<file path="config.mk">
export PLATFORM = sky130hd
export DESIGN_NAME = hazard_ctrl_flat
export DESIGN_NICKNAME = d
export VERILOG_FILES = /design/src/rtl/hazard_ctrl_pkg.sv /design/src/rtl/hazard_ctrl_if.sv /design/src/rtl/hazard_ctrl_cmp.sv /design/src/rtl/hazard_ctrl.sv /design/src/flat_wrapper.sv
export SDC_FILE = /design/constraint.sdc
export NUM_CORES = 1
export LEC_CHECK = 0
export ABC_AREA = 1
export BUFFER_PORTS_ARGS = -buffer_cell sky130_fd_sc_hd__buf_2
export CAP_MARGIN = 10
export CORE_UTILIZATION = 50
export CTS_BUF_LIST = sky130_fd_sc_hd__clkbuf_2
export CTS_CLUSTER_SIZE = 40
export DETAILED_ROUTE_END_ITERATION = 10
export PLACE_DENSITY_LB_ADDON = 0.25
export RECOVER_POWER = 50
export SLEW_MARGIN = 20
export SYNTH_ARGS = -nofsm -noshare
export SYNTH_HDL_FRONTEND = slang
export SYNTH_SLANG_ARGS = --single-unit
</file>
<file path="constraint.sdc">
create_clock -name clock -period 1.7 [get_ports clock]
set_input_delay 0.17 -clock clock [delete_from_list [all_inputs] [get_ports clock]]
set_output_delay 0.17 -clock clock [all_outputs]
set_load 0.05 [all_outputs]
</file>
<file path="src/rtl/hazard_ctrl_pkg.sv">
// Shared constants and state encoding for the pipeline hazard controller.
// Used by hazard_ctrl, hazard_ctrl_if and hazard_cmp.
package hazard_ctrl_pkg;

  localparam int HC_REG_W    = 4;
  localparam int HC_REG_ZERO = 0;

  typedef enum logic [1:0] {
    HC_RUN        = 2'd0,
    HC_LOAD_STALL = 2'd1,
    HC_FLUSH      = 2'd2,
    HC_MEM_WAIT   = 2'd3
  } hc_state_e;

  // Counter preload for a sequence of n cycles whose first cycle is the detection cycle.
  function automatic logic [2:0] hc_reload(input int n);
    return (n > 1) ? 3'(n - 2) : 3'd0;
  endfunction

endpackage

</file>
<file path="src/rtl/hazard_ctrl_if.sv">
// Hazard-detection inputs and register-bank control outputs.
// The master side (hazard_ctrl) produces the bank write/flush controls.
interface hazard_ctrl_if import hazard_ctrl_pkg::*; #(
  parameter int REG_W = HC_REG_W
) ();

  logic [REG_W-1:0] decode_rs1;
  logic [REG_W-1:0] decode_rs2;
  logic             decode_uses_rs1;
  logic             decode_uses_rs2;
  logic [REG_W-1:0] execute_rd;
  logic             execute_regwrite;
  logic             execute_memread;
  logic             branch_taken;
  logic             mem_busy;

  logic             pc_write;
  logic             fd_write;
  logic             de_write;
  logic             em_write;
  logic             fd_flush;
  logic             de_flush;

  modport master (
    input  decode_rs1, decode_rs2, decode_uses_rs1, decode_uses_rs2,
    input  execute_rd, execute_regwrite, execute_memread, branch_taken, mem_busy,
    output pc_write, fd_write, de_write, em_write, fd_flush, de_flush
  );

  modport slave (
    output decode_rs1, decode_rs2, decode_uses_rs1, decode_uses_rs2,
    output execute_rd, execute_regwrite, execute_memread, branch_taken, mem_busy,
    input  pc_write, fd_write, de_write, em_write, fd_flush, de_flush
  );

endinterface

</file>
<file path="src/rtl/hazard_ctrl_cmp.sv">
// Combinational load-use comparator: a load in execute feeding a source read in decode.
// Register 0 is hard-wired and never creates a dependency.
module hazard_cmp import hazard_ctrl_pkg::*; #(
  parameter int REG_W = HC_REG_W
) (
  input  logic [REG_W-1:0] rs1,
  input  logic [REG_W-1:0] rs2,
  input  logic             uses_rs1,
  input  logic             uses_rs2,
  input  logic [REG_W-1:0] rd,
  input  logic             regwrite,
  input  logic             memread,
  output logic             lu
);

  logic rd_live;

  assign rd_live = memread & regwrite & (rd != REG_W'(HC_REG_ZERO));
  assign lu      = rd_live & ((uses_rs1 & (rs1 == rd)) | (uses_rs2 & (rs2 == rd)));

endmodule

</file>
<file path="src/rtl/hazard_ctrl.sv">
// Pipeline hazard controller: load-use stalls, branch flushes and memory-busy holds.
// Optional HAZARD_PERF_EN adds saturating stall_count / flush_count outputs.
module hazard_ctrl import hazard_ctrl_pkg::*; #(
  parameter int REG_W             = HC_REG_W,
  parameter int LOAD_STALL_CYCLES = 1,
  parameter int FLUSH_CYCLES      = 2
) (
  input  logic          clock,
  input  logic          rst,
  hazard_ctrl_if.master bus
`ifdef HAZARD_PERF_EN
  ,
  output logic [15:0]   stall_count,
  output logic [15:0]   flush_count
`endif
);

  localparam logic [2:0] LS_RELOAD = hc_reload(LOAD_STALL_CYCLES);
  localparam logic [2:0] FL_RELOAD = hc_reload(FLUSH_CYCLES);

  hc_state_e  state_q, state_d;
  logic [2:0] cnt_q, cnt_d;
  logic       pend_q, pend_d;
  logic       lu;

  logic pc_w, fd_w, de_w, em_w, fd_f, de_f;
  logic eval_run, go_hold, go_branch, go_lu, stay_stall, stay_flush;

  hazard_cmp #(.REG_W(REG_W)) u_cmp (
    .rs1      (bus.decode_rs1),
    .rs2      (bus.decode_rs2),
    .uses_rs1 (bus.decode_uses_rs1),
    .uses_rs2 (bus.decode_uses_rs2),
    .rd       (bus.execute_rd),
    .regwrite (bus.execute_regwrite),
    .memread  (bus.execute_memread),
    .lu       (lu)
  );

  always_ff @(posedge clock or negedge rst) begin
    if (!rst) begin
      state_q <= HC_RUN;
      cnt_q   <= 3'd0;
      pend_q  <= 1'b0;
    end else begin
      state_q <= state_d;
      cnt_q   <= cnt_d;
      pend_q  <= pend_d;
    end
  end

  always_comb begin
    state_d    = state_q;
    cnt_d      = cnt_q;
    pend_d     = pend_q;
    pc_w       = 1'b1;
    fd_w       = 1'b1;
    de_w       = 1'b1;
    em_w       = 1'b1;
    fd_f       = 1'b0;
    de_f       = 1'b0;
    eval_run   = 1'b0;
    go_hold    = 1'b0;
    go_branch  = 1'b0;
    go_lu      = 1'b0;
    stay_stall = 1'b0;
    stay_flush = 1'b0;

    // Select an action; stall/flush sequences share the RUN branch and hold paths.
    unique case (state_q)
      HC_RUN: eval_run = 1'b1;
      HC_LOAD_STALL: begin
        if (bus.mem_busy)          go_hold   = 1'b1;
        else if (bus.branch_taken) go_branch = 1'b1;
        else                       stay_stall = 1'b1;
      end
      HC_FLUSH: begin
        if (bus.mem_busy)          go_hold   = 1'b1;
        else if (bus.branch_taken) go_branch = 1'b1;
        else                       stay_flush = 1'b1;
      end
      HC_MEM_WAIT: begin
        if (bus.mem_busy) begin
          go_hold = 1'b1;
        end else if (pend_q) begin
          go_branch = 1'b1;
          pend_d    = 1'b0;
        end else begin
          eval_run = 1'b1;
        end
      end
      default: eval_run = 1'b1;
    endcase

    if (eval_run) begin
      if (bus.mem_busy)          go_hold   = 1'b1;
      else if (bus.branch_taken) go_branch = 1'b1;
      else if (lu)               go_lu     = 1'b1;
      else                       state_d   = HC_RUN;
    end

    if (go_hold) begin
      pc_w    = 1'b0;
      fd_w    = 1'b0;
      de_w    = 1'b0;
      em_w    = 1'b0;
      state_d = HC_MEM_WAIT;
      cnt_d   = 3'd0;
      if (bus.branch_taken) pend_d = 1'b1;
    end

    if (go_branch || stay_flush) begin
      fd_f = 1'b1;
      de_f = 1'b1;
    end

    if (go_branch) begin
      if (FLUSH_CYCLES > 1) begin
        state_d = HC_FLUSH;
        cnt_d   = FL_RELOAD;
      end else begin
        state_d = HC_RUN;
      end
    end

    if (go_lu || stay_stall) begin
      pc_w = 1'b0;
      fd_w = 1'b0;
      de_f = 1'b1;
    end

    if (go_lu) begin
      if (LOAD_STALL_CYCLES > 1) begin
        state_d = HC_LOAD_STALL;
        cnt_d   = LS_RELOAD;
      end else begin
        state_d = HC_RUN;
      end
    end

    if (stay_stall || stay_flush) begin
      if (cnt_q == 3'd0) state_d = HC_RUN;
      else               cnt_d   = cnt_q - 3'd1;
    end
  end

  // Reset forces every bank into a held, cleared state.
  always_comb begin
    if (!rst) begin
      bus.pc_write = 1'b0;
      bus.fd_write = 1'b0;
      bus.de_write = 1'b0;
      bus.em_write = 1'b0;
      bus.fd_flush = 1'b1;
      bus.de_flush = 1'b1;
    end else begin
      bus.pc_write = pc_w;
      bus.fd_write = fd_w;
      bus.de_write = de_w;
      bus.em_write = em_w;
      bus.fd_flush = fd_f;
      bus.de_flush = de_f;
    end
  end

`ifdef HAZARD_PERF_EN
  always_ff @(posedge clock or negedge rst) begin
    if (!rst) begin
      stall_count <= 16'd0;
      flush_count <= 16'd0;
    end else begin
      if (!pc_w && stall_count != 16'hFFFF) stall_count <= stall_count + 16'd1;
      if (de_f && flush_count != 16'hFFFF)  flush_count <= flush_count + 16'd1;
    end
  end
`endif

endmodule

</file>
<file path="src/flat_wrapper.sv">
// flat-port wrapper written by rule: the top's interface ports become plain ports
module hazard_ctrl_flat import hazard_ctrl_pkg::*;
#(
  parameter int REG_W             = HC_REG_W,
  parameter int LOAD_STALL_CYCLES = 1,
  parameter int FLUSH_CYCLES      = 2
)
  (clock, rst, bus_decode_rs1, bus_decode_rs2, bus_decode_uses_rs1, bus_decode_uses_rs2, bus_execute_rd, bus_execute_regwrite, bus_execute_memread, bus_branch_taken, bus_mem_busy, bus_pc_write, bus_fd_write, bus_de_write, bus_em_write, bus_fd_flush, bus_de_flush);
  hazard_ctrl_if #(.REG_W(REG_W)) bus_i ();
  input  logic clock;
  input  logic rst;
  input wire logic [$bits(bus_i.decode_rs1)-1:0] bus_decode_rs1;
  input wire logic [$bits(bus_i.decode_rs2)-1:0] bus_decode_rs2;
  input wire logic [$bits(bus_i.decode_uses_rs1)-1:0] bus_decode_uses_rs1;
  input wire logic [$bits(bus_i.decode_uses_rs2)-1:0] bus_decode_uses_rs2;
  input wire logic [$bits(bus_i.execute_rd)-1:0] bus_execute_rd;
  input wire logic [$bits(bus_i.execute_regwrite)-1:0] bus_execute_regwrite;
  input wire logic [$bits(bus_i.execute_memread)-1:0] bus_execute_memread;
  input wire logic [$bits(bus_i.branch_taken)-1:0] bus_branch_taken;
  input wire logic [$bits(bus_i.mem_busy)-1:0] bus_mem_busy;
  output wire logic [$bits(bus_i.pc_write)-1:0] bus_pc_write;
  output wire logic [$bits(bus_i.fd_write)-1:0] bus_fd_write;
  output wire logic [$bits(bus_i.de_write)-1:0] bus_de_write;
  output wire logic [$bits(bus_i.em_write)-1:0] bus_em_write;
  output wire logic [$bits(bus_i.fd_flush)-1:0] bus_fd_flush;
  output wire logic [$bits(bus_i.de_flush)-1:0] bus_de_flush;
  assign bus_i.decode_rs1 = bus_decode_rs1;
  assign bus_i.decode_rs2 = bus_decode_rs2;
  assign bus_i.decode_uses_rs1 = bus_decode_uses_rs1;
  assign bus_i.decode_uses_rs2 = bus_decode_uses_rs2;
  assign bus_i.execute_rd = bus_execute_rd;
  assign bus_i.execute_regwrite = bus_execute_regwrite;
  assign bus_i.execute_memread = bus_execute_memread;
  assign bus_i.branch_taken = bus_branch_taken;
  assign bus_i.mem_busy = bus_mem_busy;
  assign bus_pc_write = bus_i.pc_write;
  assign bus_fd_write = bus_i.fd_write;
  assign bus_de_write = bus_i.de_write;
  assign bus_em_write = bus_i.em_write;
  assign bus_fd_flush = bus_i.fd_flush;
  assign bus_de_flush = bus_i.de_flush;
  hazard_ctrl #(.REG_W(REG_W), .LOAD_STALL_CYCLES(LOAD_STALL_CYCLES), .FLUSH_CYCLES(FLUSH_CYCLES)) u_core (.clock(clock), .rst(rst), .bus(bus_i));
endmodule
</file>
Word level (Yosys, flattened, before mapping):

Cells that the tools add are included.

* $add $sub $neg: 1
* equal/unequal tests: 5
* mux-type cells: 48
* bitwise gates (word level): 6
* reduce and logical (&&, ||, !) cells: 8

Operator list (count)
* 2-to-1 mux 1 bit: 33
* 2-to-1 mux 2 bit: 9
* 2-to-1 mux 3 bit: 4
* equality test 4 bit: 2
* bitwise AND 1 bit: 5
* equality test 2 bit, second input constant: 2
* one-hot mux 1 bit (2 select lines): 2
* nonzero test 4 bit: 1
* zero test 3 bit: 1
* logical OR 1 bit: 3
* OR reduction 3 bit: 1
* subtractor 3 x 1 -> 3 bit, second input constant: 1
* equality test 2 x 1 -> 1 bit, second input constant: 1
* zero test 2 bit: 1
* OR reduction 2 bit: 1
* OR 1 bit: 1

* bits in registers: 6
* output and inout bits: 6

Longest topological paths before layout:

* depth after elaboration: 13
* gate-level depth with buffers: 10
* depth with buffers taken out: 10

By module:

From an unflattened synthesis, not the netlist that was laid out.

* cell total of the unflattened synthesis: 109
* area total of the unflattened synthesis: 713.2 um^2

Modules (own cells, without submodules)
* hazard_ctrl: instances 1, cells each 72, area each 553.0 um^2, sequential area each 150.1 um^2
* hazard_cmp: instances 1, cells each 37, area each 160.2 um^2, sequential area each 0.0 um^2

Worst setup path before layout:

OpenSTA, ideal clock, no wires.

* path type: register to output
* from: register u_core.state_q[0]
* to: output bus_pc_write
* arrival time: 2.051 ns
* required time: 1.530 ns
* path slack: -0.521 ns
* cell stages (with the launch flop): 8
* cells stage by stage: dfrtp_1 inv_1 ha_1 a21oi_1 inv_1 nand2_1 nor2_1 buf_4

* cells in the longest elaborated chain, start to end: 8
* elaborated cells between the ends (all ways): 15
* those cells by class: 3 x eq/ne; 9 x mux; 3 x reduce/logical

Ends and longest elaborated chain
* start, declared: line hazard_ctrl.sv:21 `hc_state_e state_q, state_d;`
* start signal, assigned: line hazard_ctrl.sv:46 `state_q <= state_d;`
* equality test 2 x 1 -> 1 bit or equality test 2 bit (tied branches): line hazard_ctrl.sv:70 `unique case (state_q)`
* OR reduction 3 bit (no source line)
* 2-to-1 mux 1 bit
* 2-to-1 mux 1 bit: line hazard_ctrl.sv:96 `if (bus.mem_busy) go_hold = 1'b1;`
* 2-to-1 mux 1 bit: line hazard_ctrl.sv:95 `if (eval_run) begin`
* 2-to-1 mux 1 bit
* 2-to-1 mux 1 bit * (2 in series)
* end, declared: line flat_wrapper.sv:21 `output wire logic [$bits(bus_i.pc_write)-1:0] bus_pc_write;`

Mark *: on every way between the ends. The rest lies on a longest branch, timed or not.

Final worst setup path:

* from: register u_core.state_q[1]
* to: output bus_de_flush

* cells in the longest elaborated chain, start to end: 10
* elaborated cells between the ends (all ways): 18
* those cells by class: 3 x eq/ne; 11 x mux; 4 x reduce/logical

Ends and longest elaborated chain
* equality test 2 x 1 -> 1 bit or equality test 2 bit (tied branches): line hazard_ctrl.sv:70
* OR reduction 2 bit (no source line)
* one-hot mux 1 bit (2 select lines): line hazard_ctrl.sv:70
* 2-to-1 mux 1 bit: line hazard_ctrl.sv:97 `else if (bus.branch_taken) go_branch = 1'b1;`
* 2-to-1 mux 1 bit: line hazard_ctrl.sv:96
* 2-to-1 mux 1 bit: line hazard_ctrl.sv:95
* logical OR 1 bit: line hazard_ctrl.sv:112 `if (go_branch || stay_flush) begin`
* 2-to-1 mux 1 bit: line hazard_ctrl.sv:112
* 2-to-1 mux 1 bit *: line hazard_ctrl.sv:126 `if (go_lu || stay_stall) begin`
* 2-to-1 mux 1 bit *: line hazard_ctrl.sv:149 `if (!rst) begin`
* end, declared: line flat_wrapper.sv:26 `output wire logic [$bits(bus_i.de_flush)-1:0] bus_de_flush;`

Marked as above.

==> results.toml <==
[place]
place_hpwl_mm = 1.41
gp_congestion = 0.707
io_buffers = 25
dpl_cell_area_um2 = 917

[sta]
timing.final.ws_setup_ps = -311
slew_viol_final = 0
max_slew_margin_pct = 80.7
tns_ps = -1350
fin_crit_sh_pct = 118
fin_skew_ps = 22.7
max_freq_mhz = 497
rsz0062_at_grt = "true"
finalHoldViolCount = 0
whs_ps = 258
fin_crit_ps = 2010
finalSetupViolCount = 6
worst-slew-pin-transition_ps = 289

[clocking]
cts.htree.levels = 1
cts_buffer_depth = 2
worstSkewPairLatency_ps = 250
cts_made_buffers = 3
cts.sink_count = 6
cts_tree = "done"
cts.clk_slew.worst_paths_ps = 80
root_buffer = "clkbuf_2"

[critical_path]
path_max_fanout = 4
r2r_slack_ps = 30
cp-end-kind = "output port"
ff2ff_path_depth = 11
r2r_end = "u_core.state_q[0]"
critical_path_class = "reg2out"
startpoint_type = "flip-flop"
cp.required_ps = 1530
r2r-start = "u_core.state_q[1]"
crit_arrival_ps = 1840

[finish]
antennaDiodeCount = 0
mostFrequentLayoutCells = "nand2_1 (26), buf_2 (20), inv_1 (12), buf_4 (11), nor2_1 (10)"
fillers = 61
final_core_util_pct = 88.7
final_common_cell = "nand2_1"
area_growth_syn_to_layout_pct = 53.7
stdcell_area_mm2 = 0.00105
final_nets = 173
drive_gt1_share_pct = 47.6

[drt]
wl_per_cell_um = 14.1
drc_errors = 0
vias = 866
drtIter0Drc = 24
ant_nets = 0
vias_per_cell = 5.45
firstDrtPassIters = 4
wl_mm = 2.24

[die]
rows = 12
dieWidth_um = 39.0
ios = 26
dieArea_mm2 = 0.00152
core_mm2 = 0.00119
die_y_um = 39.0
start_util_pct = 57.7

[outcome]
status = "finished with violations"
violations = "setup timing"

[synthesis]
synth_seq_area_share_pct = 21.9
yosys_warnings = 0
syn_nets = 133
syn_area_um2 = 684
postSynthCellCount = 107
yosys_register_bits = 6
avgSynthCellArea_um2 = 6.40
synth_cell_types = 23

[min_path]
min_from = "bus_branch_taken"
min_path_type = "in2reg"
hold-path-cell-count = 2
hold-path-endpoint = "u_core.pend_q"

[grt]
track_usage_pct = 30.0
grt_max_degree = 7
antenna_found_initial = 0
grt_first_pass_wirelength_mm = 2.98
grt_pass1_vias = 788
grt-ovfl-total = 0

[job]
drv_cap = 0

[power_and_ir_drop]
ir_drop_v = 0.000588
p_leak_nw = 0.581
power_density_mw_per_mm2 = 1150
[per-layer routing]
metal	up-vias	wire, um	global-route usage, %
li1	408	-	-
met1	386	797	26.3
met2	54	1150	60.0
met3	18	169	11.0
met4	0	127	10.3
met5	-	0	0
[synth_stat cells]
master	count	area (um2)
nand2_1	28	105
inv_1	18	67.6
nor2_1	11	41.3
nand3_1	8	40.0
dfrtp_1	6	150
ha_1	6	75.1
inv_2	3	11.3
nor2_2	3	18.8
xnor2_1	3	26.3
a21oi_1	2	10.0
a21oi_2	2	17.5
buf_4	2	15.0
nand2_2	2	12.5
nand3_2	2	20.0
o21ai_0	2	10.0
o21ai_1	2	10.0
a22o_1	1	8.76
a31oi_1	1	6.26
clkinv_1	1	3.75
nand3b_1	1	7.51
nor3b_2	1	12.5
o21ai_2	1	8.76
or2_1	1	6.26
[final cells by class]
type	count	area, um2	share of cell area [%]
clock buffers	3	15.0	1.43
inverters	22	86.3	8.20
multi-input cells	77	515	49.0
flip-flops and latches	6	150	14.3
well taps	14	17.5	1.66
repair buffers	37	268	25.4
[where the power goes]
group | leakage, nW | switching [mW] | internal [mW]
Sequential | 0.0746 | 0.0365 | 0.175
Clock | 0.0125 | 0.0597 | 0.0478
Combinational | 0.494 | 0.490 | 0.403
[flip-flops by register name, summed over array words and instances, names as in the netlist]
name,cells
u_core.cnt_q,3
u_core.pend_q,1
u_core.state_q,2
[logic make-up (layout without fill, tap and decap cells)]
family,count (synthesis),count (layout),synth area share (%)
AO/OA/AOI/OAI,11,11,10.4
adder cells (fa/ha/maj),6,6,11.0
XOR/XNOR,3,3,3.84
AND/OR/NAND/NOR,57,57,38.6
buffers and inverters,24,62,14.3
flip-flops,6,6,21.9
[worst max-delay path by stage]
stage	start	end	depth (start not counted)
after floorplan	u_core.state_q[1]	bus_de_flush	9
after global placement	u_core.state_q[1]	bus_de_flush	8
after detailed placement	u_core.state_q[0]	bus_de_flush	10
after CTS	u_core.state_q[0]	bus_de_flush	9
after global routing	u_core.state_q[1]	bus_de_flush	10
final	u_core.state_q[1]	bus_de_flush	10
[per-stage QoR]
stage,setup WS (ps),power [mW],cells
4_1_cts,-239,1.08,156
3_5_place_dp,-72.2,0.897,149
2_1_floorplan,-20.2,0.703,107
5_1_grt,-356,1.27,159
3_3_place_gp,-6.50,0.868,149
6_report,-311,1.21,159
[critical path, cell delays in order, from the launching register on]
cell,delay [ps]
dfrtp_1,420
inv_2,110
ha_4,220
nand3_2,90
o21ai_2,50
nand2_1,70
nand2_2,70
inv_2,90
nand3_4,70
or2_4,240
buf_8,150
[timing repair]
item / in CTS / in global routing
hold buffers: 1 / 0
pin swaps: 3 / 2
hold endpoints to repair: 6 / 0
setup buffers: 3 / 3
endpoints found under the setup margin: 6 / 9
resized for setup: 11 / 8
Power figures use the tool's default switching activity.
